File: src/rtl/mul_seq_defs_pkg.sv
// rtl/mul_seq_defs_pkg.sv - shared state encodings and digit constants for mul_sequencer
package mul_seq_defs_pkg;

    localparam int MUL_WIDTH = 4;

    localparam logic [1:0] ST_IDLE = 2'd0;
    localparam logic [1:0] ST_CALC = 2'd1;
    localparam logic [1:0] ST_DONE = 2'd2;

    localparam logic [3:0] DIGIT_ZERO       = 4'h0;
    localparam logic [3:0] NEG_CODE_DEFAULT = 4'h1;

    localparam int ITER_LAST = MUL_WIDTH - 1;

endpackage

File: src/rtl/shift_add_step.sv
// rtl/shift_add_step.sv - one combinational shift-add multiply iteration
module shift_add_step #(
    parameter int WIDTH = 4
) (
    input  logic [WIDTH:0]   acc,
    input  logic [WIDTH-1:0] mq,
    input  logic [WIDTH-1:0] mcand,
    output logic [WIDTH:0]   acc_next,
    output logic [WIDTH-1:0] mq_next
);

    logic [WIDTH:0] sum;

    // acc stays below 2^WIDTH after each shift, so the add never overflows WIDTH+1 bits
    always_comb begin
        sum      = mq[0] ? (acc + {1'b0, mcand}) : acc;
        acc_next = {1'b0, sum[WIDTH:1]};
        mq_next  = {sum[0], mq[WIDTH-1:1]};
    end

endmodule

File: src/rtl/mul_sequencer.sv
// rtl/mul_sequencer.sv - sequential sign-magnitude multiplier driving display digits (option: MUL_SEQ_ZERO_SIGN_CLEAR_EN)
module mul_sequencer
    import mul_seq_defs_pkg::*;
#(
    parameter int         WIDTH    = MUL_WIDTH,
    parameter logic [3:0] NEG_CODE = NEG_CODE_DEFAULT
) (
    input  logic             clk,
    input  logic             reset,
    input  logic             start,
    input  logic             signX,
    input  logic [WIDTH-1:0] operandX,
    input  logic             signY,
    input  logic [WIDTH-1:0] operandY,
    output logic             busy,
    output logic             done,
    output logic [3:0]       d1,
    output logic [3:0]       d2,
    output logic [3:0]       d3,
    output logic [3:0]       d4,
    output logic [3:0]       d5,
    output logic [3:0]       d6
);

    localparam int CW = (WIDTH > 1) ? $clog2(WIDTH) : 1;

    logic [1:0]       state;
    logic [CW-1:0]    count;
    logic [WIDTH:0]   acc;
    logic [WIDTH-1:0] mq;
    logic [WIDTH-1:0] mcand;
    logic             sgn;
    logic [WIDTH:0]   acc_next;
    logic [WIDTH-1:0] mq_next;
    logic             accept;
    logic             neg_result;

    shift_add_step #(.WIDTH(WIDTH)) u_step (
        .acc      (acc),
        .mq       (mq),
        .mcand    (mcand),
        .acc_next (acc_next),
        .mq_next  (mq_next)
    );

    // The edge that leaves DONE may take a new request, giving one op per 5 cycles
    always_comb begin
        accept = start && ((state == ST_IDLE) || (state == ST_DONE));
`ifdef MUL_SEQ_ZERO_SIGN_CLEAR_EN
        neg_result = sgn && ({acc_next[WIDTH-1:0], mq_next} != '0);
`else
        neg_result = sgn;
`endif
    end

    always_ff @(posedge clk or posedge reset) begin
        if (reset) begin
            state <= ST_IDLE;
            count <= '0;
            acc   <= '0;
            mq    <= '0;
            mcand <= '0;
            sgn   <= 1'b0;
            done  <= 1'b0;
            d3    <= DIGIT_ZERO;
            d5    <= DIGIT_ZERO;
            d6    <= DIGIT_ZERO;
        end else begin
            done <= 1'b0;
            if (accept) begin
                mcand <= operandX;
                mq    <= operandY;
                sgn   <= signX ^ signY;
                acc   <= '0;
                count <= '0;
                state <= ST_CALC;
            end else begin
                case (state)
                    ST_CALC: begin
                        acc   <= acc_next;
                        mq    <= mq_next;
                        count <= count + 1'b1;
                        if (count == CW'(ITER_LAST)) begin
                            state <= ST_DONE;
                            done  <= 1'b1;
                            d3    <= neg_result ? NEG_CODE : DIGIT_ZERO;
                            d5    <= acc_next[3:0];
                            d6    <= mq_next[3:0];
                        end
                    end
                    ST_DONE: state <= ST_IDLE;
                    default: state <= ST_IDLE;
                endcase
            end
        end
    end

    assign busy = (state != ST_IDLE);
    assign d1   = DIGIT_ZERO;
    assign d2   = DIGIT_ZERO;
    assign d4   = DIGIT_ZERO;

endmodule

File: config.mk
export PLATFORM = sky130hd
export DESIGN_NAME = mul_sequencer
export DESIGN_NICKNAME = d
export VERILOG_FILES = /design/src/rtl/mul_seq_defs_pkg.sv /design/src/rtl/shift_add_step.sv /design/src/rtl/mul_sequencer.sv
export SDC_FILE = /design/constraint.sdc
export NUM_CORES = 1
export LEC_CHECK = 0
export BUFFER_PORTS_ARGS = -buffer_cell sky130_fd_sc_hd__buf_2
export CORE_MARGIN = 10
export CORE_UTILIZATION = 45
export CTS_CLUSTER_DIAMETER = 40
export CTS_CLUSTER_SIZE = 24
export DETAILED_ROUTE_END_ITERATION = 6
export GPL_TIMING_DRIVEN = 0
export PLACE_DENSITY = 0.77
export SYNTH_ARGS = -nofsm -noshare
export SYNTH_HDL_FRONTEND = slang
export SYNTH_SLANG_ARGS = --single-unit
export TNS_END_PERCENT = 10
File: constraint.sdc
create_clock -name clk -period 1.7 [get_ports clk]
set_clock_uncertainty 0.1 [all_clocks]
set_input_delay 0.34 -clock clk [delete_from_list [all_inputs] [get_ports clk]]
set_output_delay 0.34 -clock clk [all_outputs]
set_load 0.1 [all_outputs]
; ---- After elaboration in Yosys (flattened, before gate mapping)
; Cells that the tools add are included.
[totals]
register_bits = 31
latchBits = 0
mem_bits_rw = 0
rom_bits = 0
inputBits = 13
out_inout_bits = 26
memories = 0
[classes]
add_sub_neg = 2
n_mul = 0
div = 0
order_cmp = 0
n_eq_ne = 4
shift = 0
mux = 14
bitwise = 2
reduce_logical = 6
[ops]
columns = cell, count
row1 = two-way mux 5 bit, 3
row2 = two-way mux 2 bit, 5
row3 = two-way mux 4 bit, 2
row4 = adder 5 x 4 -> 5 bit, 1
row5 = "equality test 2 bit, second input constant", 2
row6 = two-way mux 1 bit, 4
row7 = nonzero test 2 bit, 2
row8 = "inequality test 3 bit, second input constant", 1
row9 = AND reduction 3 bit, 1
row10 = "adder 2 x 1 -> 2 bit, second input constant", 1
row11 = "equality test 2 x 1 -> 1 bit, second input constant", 1
row12 = zero test 2 bit, 1
row13 = logical AND 1 bit, 1
row14 = logical OR 1 bit, 1
row15 = inverter 1 bit, 1
row16 = XOR 1 bit, 1

; ---- Logic depth before layout (Yosys ltp)
[logic_depth]
ltp_word = 5
depth_mapped = 7
mapped_depth_nobuf = 7

; ---- Hierarchy
; A second synthesis with hierarchy kept.
[hier_totals]
hier_cells = 132
area_unflattened_um2 = 1544.0
[by_module_without_submodules]
columns = mod, instances, cells_each, area_each_um2, seq_area_each_um2
row1 = mul_sequencer, 1, 99, 1295.0, 700.7
row2 = shift_add_step, 1, 33, 249.0, 0.0

; ---- Worst setup path before layout
; Ideal clock, no wire load.
[synth_timing]
kind = reg2reg
start = register acc[0]
end = register acc[0]
setup_time_ns = 0.074
arrival_ns = 1.644
t_required_ns = 1.526
path_slack_ns = -0.118
stages_incl_launch_ff = 7
path_buffers = 0
period_less_slack_ns = 1.818
cell_sequence = dfrtp_1 ha_1 inv_1 fa_1 mux2_4 a211o_1 o21ai_2
[synth_via]
elab_chain_len = 4
[synth_rtl]
columns = item, line_no
row1 = from (decl), mul_sequencer.sv:29  ; logic [WIDTH:0] acc;
row2 = from (signal assigned), mul_sequencer.sv:80  ; acc <= acc_next;
row3 = adder 5 x 4 -> 5 bit, shift_add_step.sv:16  ; sum = mq[0] ? (acc + {1'b0, mcand}) : acc;
row4 = two-way mux 5 bit, shift_add_step.sv:16
row5 = two-way mux 5 bit, mul_sequencer.sv:78  ; case (state)
row6 = two-way mux 5 bit, mul_sequencer.sv:70  ; if (accept) begin
; Every way passes these cells. The select of a mux whose other input is x is not followed.
; A chain may end at the register's enable or synchronous reset.

; ---- Worst setup path in the final report
; Same ends and word-level chain as after synthesis.

==> metrics.md <==
| Metric | Value |
|---|---|
| Antenna Nets Post-Route | 0 |
| Mux contribution to synthesized area | 5.155% |
| Synth Area in Adders | 5.670% |
| Post-synthesis xor/xnor area fraction | 1.804% |
| TritonCTS buffer count | 3 |
| Post-synthesis compound-gate area fraction | 12.29% |
| Max Clk Rate | 0.5428 GHz |
| Synth Instances | 156 |
| Max Cap Violations | 0 |
| Relative slew margins | 32.12% |
| Dpl hpwl | 2333 um |
| Number of synthesized register bits | 27 |
| HP Class | in -> reg |
| Reg2reg end | acc[0] |
| Wire per inst | 12.28 um |
| DR vias/cell | 4.572 |
| Failing checks | setup timing |
| RR Startpoint | acc[0] |
| Core Util, Final | 56.75% |
| Setup CP Type | reg -> reg |
| First drt pass iteration count | 4 |
| CP required | 1.88 ns |
| Total global routing overflow | 0 |
| First-pass GRT wire length | 5140 um |
| Post-synthesis sequential area ratio | 46.39% |
| Combinational family with the most area after synthesis | simple AND/OR/NAND/NOR gates |
| Area of the mapped netlist | 1456 um^2 |
| Worst-Skew Late Latency | 0.33 ns |
| Core area | 3078 um^2 |
| Simple-Gate Fraction of Synth Area | 15.98% |
| Std-Cell Rows | 20 |
| Total wire length | 2984 um |
| NumNets Final | 219 |
| Max clock buf depth | 2 |
| Yosys warnings | 0 |
| Crit-path max FO | 4 |
| RePlAce Congestion | 0.8503 |
| Fill cell count | 295 |
| Final hold violation count | 0 |
| CTS tree | done |
| Minimum clock period | 1.842 ns |
| Setup WS pre-CTS | -0.1102 ns |
| RSZ-0062 raised after global routing | yes |
| Asr flop ratio synth | 100.0% |
| Largest net degree at the start of global routing | 28 |
| Layout overhead on the synthesized area | 19.93% |
| Worst slew pin tran | 1.017 ns |
| Number of global-route vias before repair | 1,105 |
| Total GRT Usage | 10.12% |
| PortBufs | 23 |
| Post-route DRC violation count | 0 |
| Cell area after layout | 1747 um^2 |
| Pins Over Slew Limit | 0 |
| Vias post-DR | 1,111 |
| Die width | 76.89 um |
| Post-synth top flop | dfrtp_1 |
| Critical path arrival | 2.02 ns |
| Reg2Reg Depth | 6 |
| Crit end category | register |
| Initial drt markers | 70 |
| Clock-pin slew on the worst setup and hold paths | 0.15 ns |
| ANT cells | 0 |
| Die height | 76.89 um |
| Die area | 5912 um^2 |
| Reg2reg setup slack | -0.14 ns |
| Crit share post-route | 108.4% |
| Final hold slack | 0.08587 ns |
| Post-synthesis cell type count | 36 |
| Antenna violations before repair | 0 |
| H-Tree Depth | 1 |
| Status | finished with violations |
| Worst setup path endpoint | acc[0] |
| Initial Util | 47.32% |
| CP startpoint kind | register |
| Layout cells sized above 1 | 29.65% |
| Clk sinks | 27 |
| Crit. Startpoint | acc[0] |
| IO Pins | 39 |
| Setup Viol. Count Final | 7 |
| EDFF count, synth | 0 |
| Post-Synthesis Mean Instance Area | 9.336 um^2 |
| CTS root buffer | clkbuf_4 |
| Worst Slack Setup Final | -0.1423 ns |
| Area post-placement | 1682 um^2 |
worst max-delay path, stage by stage, from the launching register on:
cell and delay [ns]:
dfrtp_1 0.44, ha_2 0.20, inv_2 0.05, fa_1 0.40, mux2_4 0.28, a211o_1 0.26, o21ai_2 0.05
synth_stat cells (all sizes together), types with 2 or more instances:
cell type  number  area, um^2
mux2i           6       60.06
dfrtp          27       675.7
a211oi          4       30.03
ha              5       62.56
xnor2           2       17.52
o21ai          15       78.82
inv             8       30.03
buf            20       146.4
nor2b           6       40.04
a21oi           5       25.02
nor2            6       22.52
nand2          34       127.6
logic make-up (layout without fill, tap and decap cells):
family	Yosys count	after routing
compound gates	30	30
mux	7	7
buf+inv	29	58
simple gates	53	53
flops	27	27
other cells	1	15
xor+xnor	3	3
fa+ha+maj	6	6
cells in the final DEF, fill, tap and decap left out, drive strengths merged:
master	instances
o21a	1
a211o	1
or3	1
nor3b	1
xor2	1
fa	1
nand2b	1
o22ai	1
a21o	1
clkinv	1
dfrtp	27
nor2	6
nand2	34
a21oi	5
o32ai	1
a211oi	4
nor3	1
a31oi	1
clkbuf	4
nand3	1
and2	1
mux2i	6
nor2b	6
mux2	1
o21ai	15
inv	8
xnor2	2
conb	15
buf	45
and3	1
ha	5
registers in the layout, indices dropped and copies added (netlist names):
name / count
done: 1
acc: 4
d5: 4
state: 2
count: 2
d6: 4
d3: 1
mq: 4
mcand: 4
neg_result: 1
stage by stage:
step	setup TNS [ns]	instances
4_1_cts	-0.2408	241
6_report	-0.3822	243
2_1_floorplan	-0.03927	170
3_3_place_gp	-0.1630	237
5_1_grt	-1.042	243
3_5_place_dp	-0.2187	237
final cells by class:
class                   count  area [um^2]  area share, %
flip-flops and latches     27        675.6          38.68
plain buffers              21        151.4          8.668
multi-input cells         114        670.6          38.40
inverters                   8        30.03          1.719
well taps                  44        55.05          3.152
clock buffers               3        22.52          1.289
clock inverters             1        5.005         0.2865
repair buffers             25        136.4          7.808
worst min-delay path by stage:
stage | startpoint | end | slack (ns) | depth (start not counted)
after floorplan | reset | acc[0] | 0.29 | 1
after global placement | d6[1] | d6[1] | 0.35 | 2
after detailed placement | d6[2] | d6[2] | 0.36 | 2
after CTS | operandX[0] | mcand[0] | 0.08 | 3
after global routing | operandX[0] | mcand[0] | 0.09 | 3
final | operandX[0] | mcand[0] | 0.09 | 3
per-layer routing:
metal  GRT usage [%]  vias up  wire [um]
met5               0        -          0
met4           3.346        0         36
met3           2.914        4        205
met2           16.78       28       1406
met1           12.20      510       1336
li1                -      569          -
what timing repair did:
| item | in CTS | in global routing |
|---|---|---|
| setup endpoints to repair | 7 | 9 |
| pin swaps | 0 | 3 |
| resized for setup | 7 | 2 |
| hold buffers | 0 | 0 |
| setup buffers | 0 | 2 |
| endpoints found under the hold margin | 0 | 0 |
| gates cloned | 0 | 0 |
Power is left out: the tool's default activity adds up to more than one toggle a clock period on the data nets, which glitch-free logic cannot reach.
